$ cat config.mk
export PLATFORM = sky130hd
export DESIGN_NAME = amstrad_printer_port_flat
export DESIGN_NICKNAME = d
export VERILOG_FILES = /design/src/rtl/amstrad_printer_port_if.sv /design/src/rtl/amstrad_printer_port.sv /design/src/flat_wrapper.sv
export SDC_FILE = /design/constraint.sdc
export NUM_CORES = 1
export LEC_CHECK = 0
export ABC_CLOCK_PERIOD_IN_PS = 3300
export BUFFER_PORTS_ARGS = -buffer_cell sky130_fd_sc_hd__buf_2
export CAP_MARGIN = 20
export CORE_ASPECT_RATIO = 2
export CORE_MARGIN = 10
export CORE_UTILIZATION = 59
export DETAILED_ROUTE_END_ITERATION = 10
export PLACE_DENSITY = 0.87
export SLEW_MARGIN = 25
export SYNTH_ARGS = -nofsm -noshare
export SYNTH_HDL_FRONTEND = slang
export SYNTH_SLANG_ARGS = --single-unit
$ cat constraint.sdc
create_clock -name clk -period 3.3 [get_ports clk]
set_clock_uncertainty 0.05 [all_clocks]
set_input_delay 0.66 -clock clk [delete_from_list [all_inputs] [get_ports clk]]
set_output_delay 0.66 -clock clk [all_outputs]
set_load 0.02 [all_outputs]
$ cat src/rtl/amstrad_printer_port_if.sv
// Bus bundle between the CPC I/O bus / host drain side and the printer port.
// The master modport is the CPU/host side; the slave modport is the printer port itself.
interface amstrad_printer_port_if #(
  parameter int AW = 4
);
  logic [15:0] cpu_addr;
  logic [7:0]  cpu_dout;
  logic        io_wr;
  logic        ovf_clr;
  logic        printer_busy;
  logic [6:0]  lpt_data;
  logic        lpt_valid;
  logic        lpt_ready;
  logic [AW:0] lpt_count;
  logic        lpt_overflow;

  modport master (
    output cpu_addr, cpu_dout, io_wr, ovf_clr, lpt_ready,
    input  printer_busy, lpt_data, lpt_valid, lpt_count, lpt_overflow
  );

  modport slave (
    input  cpu_addr, cpu_dout, io_wr, ovf_clr, lpt_ready,
    output printer_busy, lpt_data, lpt_valid, lpt_count, lpt_overflow
  );
endinterface

$ cat src/rtl/amstrad_printer_port.sv
// CPC Centronics printer port: decodes OUT &EFxx, queues one byte per strobe
// rising edge into a FIFO drained over valid/ready, and drives printer BUSY.
module amstrad_printer_port #(
  parameter int DEPTH       = 16,
  parameter int AW          = 4,
  parameter int BUSY_CYCLES = 64
) (
  input  logic                   clk,
  input  logic                   reset,
  amstrad_printer_port_if.slave  bus
);
  localparam int              TW        = (BUSY_CYCLES < 2) ? 1 : $clog2(BUSY_CYCLES + 1);
  localparam logic [AW:0]     FULL      = (AW+1)'(DEPTH);
  localparam logic [AW:0]     CNT_ONE   = (AW+1)'(1);
  localparam logic [AW-1:0]   PTR_ONE   = AW'(1);
  localparam logic [TW-1:0]   TMR_ONE   = TW'(1);
  localparam logic [TW-1:0]   BUSY_LOAD = TW'(BUSY_CYCLES);

  logic          io_wr_q;
  logic [6:0]    data_q;
  logic          strobe_q;
  logic [AW-1:0] wr_ptr_q, wr_ptr_d;
  logic [AW-1:0] rd_ptr_q, rd_ptr_d;
  logic [AW:0]   count_q, count_d;
  logic [TW-1:0] timer_q, timer_d;
  logic          ovf_q, ovf_d;
  logic          busy_q;
  logic [6:0]    mem_q [DEPTH];

  logic sel_s, wr_pulse_s, cap_s, pop_s, push_s, drop_s;
  logic unused_s;

  // data_q mirrors the hardware latch but nothing downstream reads it.
  assign unused_s = ^{bus.cpu_addr[15:13], bus.cpu_addr[11:0], data_q};

  assign sel_s      = ~bus.cpu_addr[12];
  assign wr_pulse_s = bus.io_wr & ~io_wr_q & sel_s;
  assign cap_s      = wr_pulse_s & ~strobe_q & bus.cpu_dout[7];
  assign pop_s      = (count_q != '0) & bus.lpt_ready;
  assign push_s     = cap_s & ((count_q != FULL) | pop_s);
  assign drop_s     = cap_s & ~push_s;

  // Next-state for FIFO pointers, occupancy, BUSY timer and overflow flag.
  always_comb begin
    wr_ptr_d = push_s ? (wr_ptr_q + PTR_ONE) : wr_ptr_q;
    rd_ptr_d = pop_s  ? (rd_ptr_q + PTR_ONE) : rd_ptr_q;

    case ({push_s, pop_s})
      2'b10:   count_d = count_q + CNT_ONE;
      2'b01:   count_d = count_q - CNT_ONE;
      default: count_d = count_q;
    endcase

    if (cap_s) begin
      timer_d = BUSY_LOAD;
    end else if (timer_q != '0) begin
      timer_d = timer_q - TMR_ONE;
    end else begin
      timer_d = timer_q;
    end

    if (drop_s) begin
      ovf_d = 1'b1;
    end else if (bus.ovf_clr) begin
      ovf_d = 1'b0;
    end else begin
      ovf_d = ovf_q;
    end
  end

  // io_wr_q tracks io_wr even in reset so a write held across release is not seen as new.
  always_ff @(posedge clk) begin
    if (reset) begin
      io_wr_q  <= bus.io_wr;
      data_q   <= 7'h00;
      strobe_q <= 1'b0;
      wr_ptr_q <= '0;
      rd_ptr_q <= '0;
      count_q  <= '0;
      timer_q  <= '0;
      ovf_q    <= 1'b0;
      busy_q   <= 1'b0;
    end else begin
      io_wr_q  <= bus.io_wr;
      if (wr_pulse_s) begin
        data_q   <= bus.cpu_dout[6:0];
        strobe_q <= bus.cpu_dout[7];
      end
      wr_ptr_q <= wr_ptr_d;
      rd_ptr_q <= rd_ptr_d;
      count_q  <= count_d;
      timer_q  <= timer_d;
      ovf_q    <= ovf_d;
      busy_q   <= (timer_d != '0) | (count_d == FULL);
    end
  end

  // FIFO storage; contents are invisible until count says otherwise, so no reset.
  always_ff @(posedge clk) begin
    if (push_s && !reset) begin
      mem_q[wr_ptr_q] <= bus.cpu_dout[6:0];
    end
  end

  assign bus.lpt_data     = (count_q != '0) ? mem_q[rd_ptr_q] : 7'h00;
  assign bus.lpt_valid    = (count_q != '0);
  assign bus.lpt_count    = count_q;
  assign bus.lpt_overflow = ovf_q;
  assign bus.printer_busy = busy_q;
endmodule
$ cat src/flat_wrapper.sv
// flat-port wrapper written by rule: the top's interface ports become plain ports
module amstrad_printer_port_flat 
#(
  parameter int DEPTH       = 16,
  parameter int AW          = 4,
  parameter int BUSY_CYCLES = 64
)
  (clk, reset, bus_cpu_addr, bus_cpu_dout, bus_io_wr, bus_ovf_clr, bus_lpt_ready, bus_printer_busy, bus_lpt_data, bus_lpt_valid, bus_lpt_count, bus_lpt_overflow);
  amstrad_printer_port_if #(.AW(AW)) bus_i ();
  input  logic clk;
  input  logic reset;
  input wire logic [$bits(bus_i.cpu_addr)-1:0] bus_cpu_addr;
  input wire logic [$bits(bus_i.cpu_dout)-1:0] bus_cpu_dout;
  input wire logic [$bits(bus_i.io_wr)-1:0] bus_io_wr;
  input wire logic [$bits(bus_i.ovf_clr)-1:0] bus_ovf_clr;
  input wire logic [$bits(bus_i.lpt_ready)-1:0] bus_lpt_ready;
  output wire logic [$bits(bus_i.printer_busy)-1:0] bus_printer_busy;
  output wire logic [$bits(bus_i.lpt_data)-1:0] bus_lpt_data;
  output wire logic [$bits(bus_i.lpt_valid)-1:0] bus_lpt_valid;
  output wire logic [$bits(bus_i.lpt_count)-1:0] bus_lpt_count;
  output wire logic [$bits(bus_i.lpt_overflow)-1:0] bus_lpt_overflow;
  assign bus_i.cpu_addr = bus_cpu_addr;
  assign bus_i.cpu_dout = bus_cpu_dout;
  assign bus_i.io_wr = bus_io_wr;
  assign bus_i.ovf_clr = bus_ovf_clr;
  assign bus_i.lpt_ready = bus_lpt_ready;
  assign bus_printer_busy = bus_i.printer_busy;
  assign bus_lpt_data = bus_i.lpt_data;
  assign bus_lpt_valid = bus_i.lpt_valid;
  assign bus_lpt_count = bus_i.lpt_count;
  assign bus_lpt_overflow = bus_i.lpt_overflow;
  amstrad_printer_port #(.DEPTH(DEPTH), .AW(AW), .BUSY_CYCLES(BUSY_CYCLES)) u_core (.clk(clk), .reset(reset), .bus(bus_i));
endmodule
==> results of run 1 <==
-- cells by family (layout without fill, tap and decap cells) --
logic type,count (synthesis),in the layout
compound gates,16,16
mux,39,39
fa+ha+maj,11,11
simple gates,86,86
buf+inv,18,86
xor+xnor,17,17
flops,140,140
-- per-stage QoR --
step / std cells / util, % / setup WS [ps]
global placement: 467 / 64.65 / 339.0
detailed placement: 467 / 64.65 / 172.2
CTS: 499 / 70.57 / 69.16
finish: 499 / 70.57 / 124.9
floorplan: 327 / - / 414.8
global route: 499 / 70.57 / 14.86
-- flip-flops by register name, indices dropped and copies added, names as in the netlist, named ones only --
| name | count |
|---|---|
| u_core.strobe_q | 1 |
| u_core.io_wr_q | 1 |
| u_core.timer_q | 7 |
| u_core.bus.printer_busy | 1 |
| u_core.rd_ptr_q | 4 |
| u_core.wr_ptr_q | 4 |
| u_core.mem_q | 112 |
| u_core.bus.lpt_count | 5 |
| u_core.bus.lpt_overflow | 1 |
-- worst paths after layout --
kind                                                             end  cells past startpoint  slack, ps
worst max register to register    u_core.bus.printer_busy$_SDFF_PP0_                      9        340
worst min register to register  u_core.bus.lpt_overflow$_SDFFE_PP0P_                      2        440
worst max-delay path                                 bus_lpt_data[2]                      5        120
worst min-delay path                          u_core.io_wr_q$_DFF_P_                      1        310
-- layout make-up --
class	count	area share, %
clock buffer	17	6.424
timing repair buffer	48	4.572
sequential	140	59.30
inverter	6	0.3401
multi-input combinational	169	25.47
tap	104	1.965
clock inverter	15	1.927
-- routing by layer --
layer / vias to the layer above / part of all wire, %
li1: 1381 / -
met1: 1487 / 35
met2: 104 / 57
met3: 24 / 4.1
met4: 0 / 3.5
met5: - / 0
-- placed cells by master, fill, tap and decap left out, types with 2 or more instances in the layout --
cell        netlist  layout
inv_1             6       6
nor4_1            3       3
and3_1            4       4
clkbuf_16         0      17
clkinvlp_4        0       4
nor2_1           39      39
nor3_1            3       3
buf_4             1      19
xnor2_1          11      11
ha_1             10      10
inv_6             0       6
nor2b_1          10      10
nand4_1           3       3
mux2i_1           3       3
nand2_1          11      11
dfxtp_1          28      27
xor2_1            6       6
edfxtp_1        112     112
nor3b_1           2       2
inv_8             0       2
nand3b_1          2       2
a21oi_1           4       4
mux4_2           35      35
buf_2             2      28
clkinv_4          0       2
-- power groups by stage --
stage	registers, mW	logic, mW	clock network [mW]
2_1_floorplan	2.16	1.06	0
3_3_place_gp	2.16	1.41	0
3_5_place_dp	2.16	1.46	0
4_1_cts	2.13	1.47	1.78
5_1_grt	2.14	1.59	1.86
6_report	2.13	1.45	1.76
==> results.yml, run 1 <==
status:
  status: "finished, final reports clean"
synth:
  synth_adder_area_share_pct: 2.553
  ys_warn_count: 0
  avgSynthCellArea_sq_um: 17.38
  synth_top_family_by_area: "multiplexers"
  ys_types: 45
  synth_most_common_cell: "edfxtp_1"
  synthCells: 327
  syn_area_sq_um: 5684
  synth-simple-area-share_pct: 7.506
  synth_top_cells_by_count: "edfxtp_1 (112), nor2_1 (39), mux4_2 (35)"
  synthFlopType: "edfxtp_1"
  synthXorXnorAreaFrac_pct: 2.619
  synth_top_area_share_pct: 59.17
  synth_mux_area_share_pct: 14.66
  ys_seq_area_share_pct: 69.03
  ys_ff_latch: 140
  synth_compound_area_share_pct: 2.333
  synth_top_cell_by_area: "edfxtp_1"
  async_flop_share_pct: 0
  synth_edf_count: 112
  syn-num-nets: 367
  synth_area_leaders: "edfxtp_1 (59%), mux4_2 (14%), dfxtp_1 (9.9%)"
cells_and_area:
  stdcell_area_sq_um: 6623
  nFillCells: 583
  area_growth_pct: 16.51
  layout-drive-gt1-share_pct: 30.89
  multi_input_area_sq_um: 1687
  final_nets: 422
  seq_area_sq_um: 3928
  antenna_cells: 0
clock_tree:
  cts_root_buf: "clkbuf_16"
  numClockSinks: 140
  clk_pin_slew_ps: 60
  post_cts_resized: 1
  ctsHoldBuffers: 0
  postCtsSetupBuffers: 0
  cts_made_buffers: 17
  clock_path_buffers: 2
  htreeDepth: 4
  clock_latency_ps: 410
  tritoncts: "yes"
detailed_routing:
  routed_wl_um: 11110
  ant_nets: 0
  drc: 0
  drtIter0Drc: 195
  via_count: 2996
  first_pass_iters: 4
  viasPerCell: 6.004
  wl_per_cell_um: 22.26
power_and_ir_drop:
  p_clk_share_pct: 32.9
  total_power_mw: 5.338
  internal_power_mw: 3.661
  max-vdd-ir-drop_uv: 738.4
  p_leak_nw: 2.280
  switching_power_mw: 1.677
  switching_share_pct: 31.42
  power_frac_comb_pct: 27.2
  pwr_density_cell_nw_per_um2: 806.0
  p_seq_share_pct: 39.9
global_route:
  grt_max_degree: 29
  grt_busiest_layer: "met2"
  met2_usage_pct: 29.38
  grt_pass1_vias: 3275
  use_met1_pct: 17.82
  grt_pass1_wl_um: 17680
  grt_overflow: 0
  grt_util_met3_pct: 5.681
  antenna_found_initial: 0
  grt_usage_pct: 17.17
sta:
  slew_violations: 0
  clock.fmax_mhz: 315.0
  rsz0062_at_grt: "false"
  finalCritPeriodShare_pct: 96.21
  slew_headroom_pct: 63.31
  post-route-min-period_ps: 3175
  tightestPinTransition_ps: 549.6
  hold_viol: 0
  setup_viol: 0
  holdWs_ps: 308.1
  tns_ps: 0
setup_path:
  path_buf_inv: 2
  r2r-start: "u_core.bus.lpt_count[0]$_SDFF_PP0_"
  cpPeakStageDelay_ps: 560
  start_kind: "register"
  cp_top_family: "multiplexers"
  cpMostUsedCell: "mux4_2"
  path_cells: "buf_12, mux4_2, mux4_2, nor2b_1, buf_2"
  arrival_ps: 2470
  crit_path_max_fanout: 22
  slowest_stage: "mux4_2"
  cp-end-kind: "output port"
  crit_type: "reg -> out"
  worstPathRequired_ps: 2590
place:
  dp_hpwl_um: 7654
  port_buffers: 28
  place_area_sq_um: 6067
  gp_congestion: 0.9014
floorplan:
  die_w_um: 89.41
  io_pins: 44
  fp.dieH_um: 158.8
  coreArea_sq_um: 9384
  start_util_pct: 60.57
  dieArea_sq_um: 14200
  num_rows: 50
flow_run:
  cap_violations: 0
worst_hold_path:
  worst_hold_path_type: "in -> reg"
  min_from: "bus_io_wr"
Power figures use the tool's default switching activity.
==> run 2, diff against run 1 <==
Settings changed: BUFFER_PORTS_ARGS -buffer_cell sky130_fd_sc_hd__buf_2 to not set, CORE_UTILIZATION 59 to 63, DONT_BUFFER_PORTS set to 1.
==> results.yml, run 2 (synthesis results as in run 1) <==
status:
  status: "finished, final reports clean"
setup_path:
  arrival_ps: 2310
  crit_path_max_fanout: 28
  start_kind: "register"
  cp-end-kind: "output port"
  crit_type: "reg -> out"
  worstPathRequired_ps: 2590
worst_hold_path:
  worst_hold_path_type: "in -> reg"
cells_and_area:
  fin_cells: 466
  top_register: "u_core.mem_q"
  layout-drive-gt1-share_pct: 24.73
  antenna_cells: 0
  stdcell_area_sq_um: 6502
  area_growth_pct: 14.40
  mostFrequentLayoutCells: "edfxtp_1 (112), nor2_1 (39), mux4_2 (35), dfxtp_1 (27), clkbuf_16 (17)"
  final_nets: 391
  fin_util_pct: 73.15
  mostFrequentLayoutCell: "edfxtp_1"
  multi_input_area_sq_um: 1687
  nFillCells: 498
  largest_reg_flops: 112
  seq_area_sq_um: 3925
global_route:
  grt_util_met3_pct: 6.049
  grt_pass1_vias: 3193
  grt_pass1_wl_um: 17550
  grt_busiest_layer: "met2"
  grt_overflow: 0
  grt_max_degree: 29
  antenna_found_initial: 0
  grt_usage_pct: 17.76
  met2_usage_pct: 32.27
  use_met1_pct: 17.02
sta:
  slew_violations: 0
  tns_ps: 0
  fin_ws_ps: 284.4
  setup_viol: 0
  finalCritPeriodShare_pct: 91.38
  tightestPinTransition_ps: 881.2
  clock.fmax_mhz: 331.6
  post-route-min-period_ps: 3016
  rsz0062_at_grt: "false"
  holdWs_ps: 217.7
  slew_headroom_pct: 41.04
  hold_viol: 0
floorplan:
  num_rows: 49
  coreArea_sq_um: 8890
  start_util_pct: 63.94
  die_w_um: 87.17
  fp.dieH_um: 154.3
  io_pins: 44
  dieArea_sq_um: 13450
place:
  dp_slack_ps: 328.6
  port_buffers: 0
  place_area_sq_um: 5902
  place_inst: 434
  dp_hpwl_um: 7650
  gp_congestion: 0.7988
clock_tree:
  post_cts_resized: 0
  tritoncts: "yes"
  postCtsSetupBuffers: 0
  clk_pin_slew_ps: 60
  clock_latency_ps: 420
  numClockSinks: 140
  ctsHoldBuffers: 0
  cts_made_buffers: 17
  cts_root_buf: "clkbuf_16"
  clock_path_buffers: 2
  htreeDepth: 4
flow_run:
  cap_violations: 0
power_and_ir_drop:
  max-vdd-ir-drop_uv: 673.6
  p_leak_nw: 2.163
  pwr_density_cell_nw_per_um2: 827.6
  total_power_mw: 5.382
detailed_routing:
  via_count: 2950
  routed_wl_um: 11300
  drc: 0
  ant_nets: 0
  first_pass_iters: 5
  drtIter0Drc: 148
  wl_per_cell_um: 24.24
  viasPerCell: 6.330
[run 2: cell types whose count changed in the layout (fill, tap and decap cells not counted), sizes merged]
cell	before	now
buf	48	17
bufinv	0	3
clkbuf	17	18
clkinv	3	7
clkinvlp	4	3
inv	14	7
[run 2: power breakdown]
group	total [mW]	switching, mW	internal, mW
combinational	1.34	0.736	0.606
sequential	2.14	0.139	2.00
clock	1.90	0.711	1.19
[run 2: path summary, 6_finish.rpt]
check | startpoint | to | slack [ps] | depth (start not counted)
hold reg to reg | u_core.rd_ptr_q[1]$_SDFFE_PP0N_ | u_core.rd_ptr_q[1]$_SDFFE_PP0N_ | 450 | 2
setup / recovery | register | bus_lpt_data[1] | 280 | 4
hold / removal | bus_io_wr | u_core.io_wr_q$_DFF_P_ | 220 | 0
setup reg to reg | u_core.bus.lpt_count[2]$_SDFF_PP0_ | u_core.bus.printer_busy$_SDFF_PP0_ | 290 | 9
[run 2: per-layer routing]
layer  wire [um]  part of all wire (%)  up-vias
li1            -                     -     1318
met1        3832                    34     1525
met2        6595                    58       85
met3         565                   5.0       22
met4         302                   2.7        0
met5           0                     0        -
[run 2: critical path, stage by stage (launching register included)]
cell and delay [ps]:
dfxtp_2 330, buf_12 230, mux4_2 550, mux4_2 520, nor2b_1 220
[run 2: area by class of cell]
type                       instances  share of cell area, %
clock inverter                    14                  2.636
inverter                           6                 0.3464
tap                              102                  1.963
timing repair buffer              17                  2.155
clock buffer                      18                  6.600
sequential                       140                  60.36
multi-input combinational        169                  25.94
==> run 3, diff against run 2 <==
Settings changed: BUFFER_PORTS_ARGS set to -buffer_cell sky130_fd_sc_hd__buf_2, CORE_UTILIZATION 63 to 43, DONT_BUFFER_PORTS 1 to not set, PLACE_DENSITY 0.87 to 0.68.
==> results.yml, run 3 (synthesis results as in run 1) <==
cells_and_area:
  stdcell_area_sq_um: 6681
  antenna_cells: 0
  top_register: "u_core.mem_q"
  largest_reg_flops: 112
  layout-drive-gt1-share_pct: 30.63
  mostFrequentLayoutCell: "edfxtp_1"
  final_nets: 422
  nFillCells: 1084
  mostFrequentLayoutCells: "edfxtp_1 (112), nor2_1 (39), mux4_2 (35), buf_2 (28), dfxtp_1 (27)"
  area_growth_pct: 17.54
clock_tree:
  cts_root_buf: "clkbuf_16"
  cts_made_buffers: 17
  htreeDepth: 4
  clock_latency_ps: 420
  numClockSinks: 140
  clk_pin_slew_ps: 60
  ctsHoldBuffers: 0
  tritoncts: "yes"
  clock_path_buffers: 2
setup_path:
  path_cells: "buf_12, mux4_2, mux4_2, nor2b_1, buf_2"
  r2r-start: "u_core.bus.lpt_count[0]$_SDFF_PP0_"
  cp-end-kind: "output port"
  r2r_setup_slack_ps: 490
  worstPathRequired_ps: 2590
  r2r_cells: 9
  crit_type: "reg -> out"
  cpMostUsedCell: "mux4_2"
  path_buf_inv: 2
  crit_path_max_fanout: 12
  slowest_stage: "mux4_2"
  cp_top_family: "multiplexers"
  cpPeakStageDelay_ps: 550
  arrival_ps: 2440
  r2r_end: "u_core.bus.printer_busy$_SDFF_PP0_"
  start_kind: "register"
detailed_routing:
  first_pass_iters: 4
  drc: 0
  drtIter0Drc: 195
  dr_wl_met3_um: 439
  via_count: 2963
  wl_met2_um: 6345
  met1_length_um: 3926
  viasPerCell: 5.417
  routed_wl_um: 10930
  wl_per_cell_um: 19.99
  highest_layer: "met4"
  ant_nets: 0
sta:
  hold_viol: 0
  tightestPinTransition_ps: 531.3
  clock.fmax_mhz: 317.9
  finalCritPeriodShare_pct: 95.32
  tns_ps: 0
  slew_violations: 0
  setup_viol: 0
  rsz0062_at_grt: "false"
  post-route-min-period_ps: 3145
  slew_headroom_pct: 64.25
worst_hold_path:
  min_from: "bus_io_wr"
  whs_endpoint: "u_core.io_wr_q$_DFF_P_"
  whs_path_depth: 1
  worst_hold_path_type: "in -> reg"
flow_run:
  cap_violations: 0
power_and_ir_drop:
  p_leak_nw: 2.276
  pwr_density_cell_nw_per_um2: 798.3
  max-vdd-ir-drop_uv: 539.1
floorplan:
  fp.dieH_um: 182.6
  num_rows: 59
  io_pins: 44
  coreArea_sq_um: 12990
  start_util_pct: 43.75
  die_w_um: 101.3
  dieArea_sq_um: 18500
global_route:
  grt_pass1_vias: 3308
  grt_usage_pct: 12.88
  grt_overflow: 0
  grt_pass1_wl_um: 17770
  antenna_found_initial: 0
  grt_max_degree: 29
place:
  port_buffers: 28
  gp_congestion: 0.7760
  dp_hpwl_um: 7922
  place_area_sq_um: 6127
status:
  status: "finished, final reports clean"
run 3: cell count changes in the layout (fill, tap and decap cells not counted), sizes merged:
cell and change:
buf +31, inv +6, bufinv -3, clkinv -3, clkbuf -1, clkinvlp +1
run 3: final cells by class:
cell class / count / area (sq um) / share of cell area [%]
Inverter: 6 / 22.52 / 0.3371
Clock buffer: 17 / 425.4 / 6.367
Multi-Input combinational cell: 169 / 1687 / 25.24
Sequential cell: 140 / 3928 / 58.78
Tap cell: 152 / 190.2 / 2.846
Timing Repair Buffer: 48 / 302.8 / 4.532
Clock inverter: 15 / 126.4 / 1.891
run 3: metal layers:
| metal | GRT usage, % | vias to the layer above |
|---|---|---|
| li1 | - | 1382 |
| met1 | 12.86 | 1495 |
| met2 | 23.72 | 61 |
| met3 | 3.897 | 25 |
| met4 | 4.874 | 0 |
| met5 | 0 | - |
run 3: through the flow:
| stage | utilization, % | setup WS (ps) | cells | power [mW] | hold slack [ps] |
|---|---|---|---|---|---|
| 6_report | 51.43 | 154.5 | 547 | 5.334 | 309.6 |
| 5_1_grt | 51.43 | 43.34 | 547 | 5.616 | 301.0 |
| 4_1_cts | 51.43 | 99.27 | 547 | 5.395 | 298.6 |
| 3_5_place_dp | 47.16 | 329.6 | 515 | 3.650 | 428.3 |
| 3_3_place_gp | 47.16 | 347.6 | 515 | 3.619 | 417.5 |
| 2_1_floorplan | - | 414.8 | 327 | 3.221 | 404.3 |
run 3: how the worst max path moves through the flow:
stage | from | endpoint | cells after the start
finish | register | bus_lpt_data[1] | 5
detailed placement | bus_cpu_addr[12] | u_core.bus.printer_busy$_SDFF_PP0_ | 10
global route | register | bus_lpt_data[1] | 5
CTS | register | bus_lpt_data[1] | 5
floorplan | bus_cpu_addr[12] | u_core.bus.printer_busy$_SDFF_PP0_ | 9
global placement | bus_cpu_addr[12] | u_core.bus.printer_busy$_SDFF_PP0_ | 10
run 3: worst register-to-register path, cell delays in order, from the launching register on:
cell	delay [ps]
dfxtp_1	380
or3_4	420
o31ai_4	340
nor2_1	180
fa_1	430
a21oi_1	150
nor2b_1	70
o41ai_1	320
xnor2_1	150
o31ai_2	220
run 3: where the power goes:
group	internal, mW	total, mW	switching, mW
clock	0.980	1.74	0.762
sequential	2.00	2.13	0.133
combinational	0.687	1.46	0.771
run 3: repair_timing:
item / CTS / global route
setup endpoints to repair: 1 / 0
buffers inserted: 0 / 0
resized for setup: 1 / 0
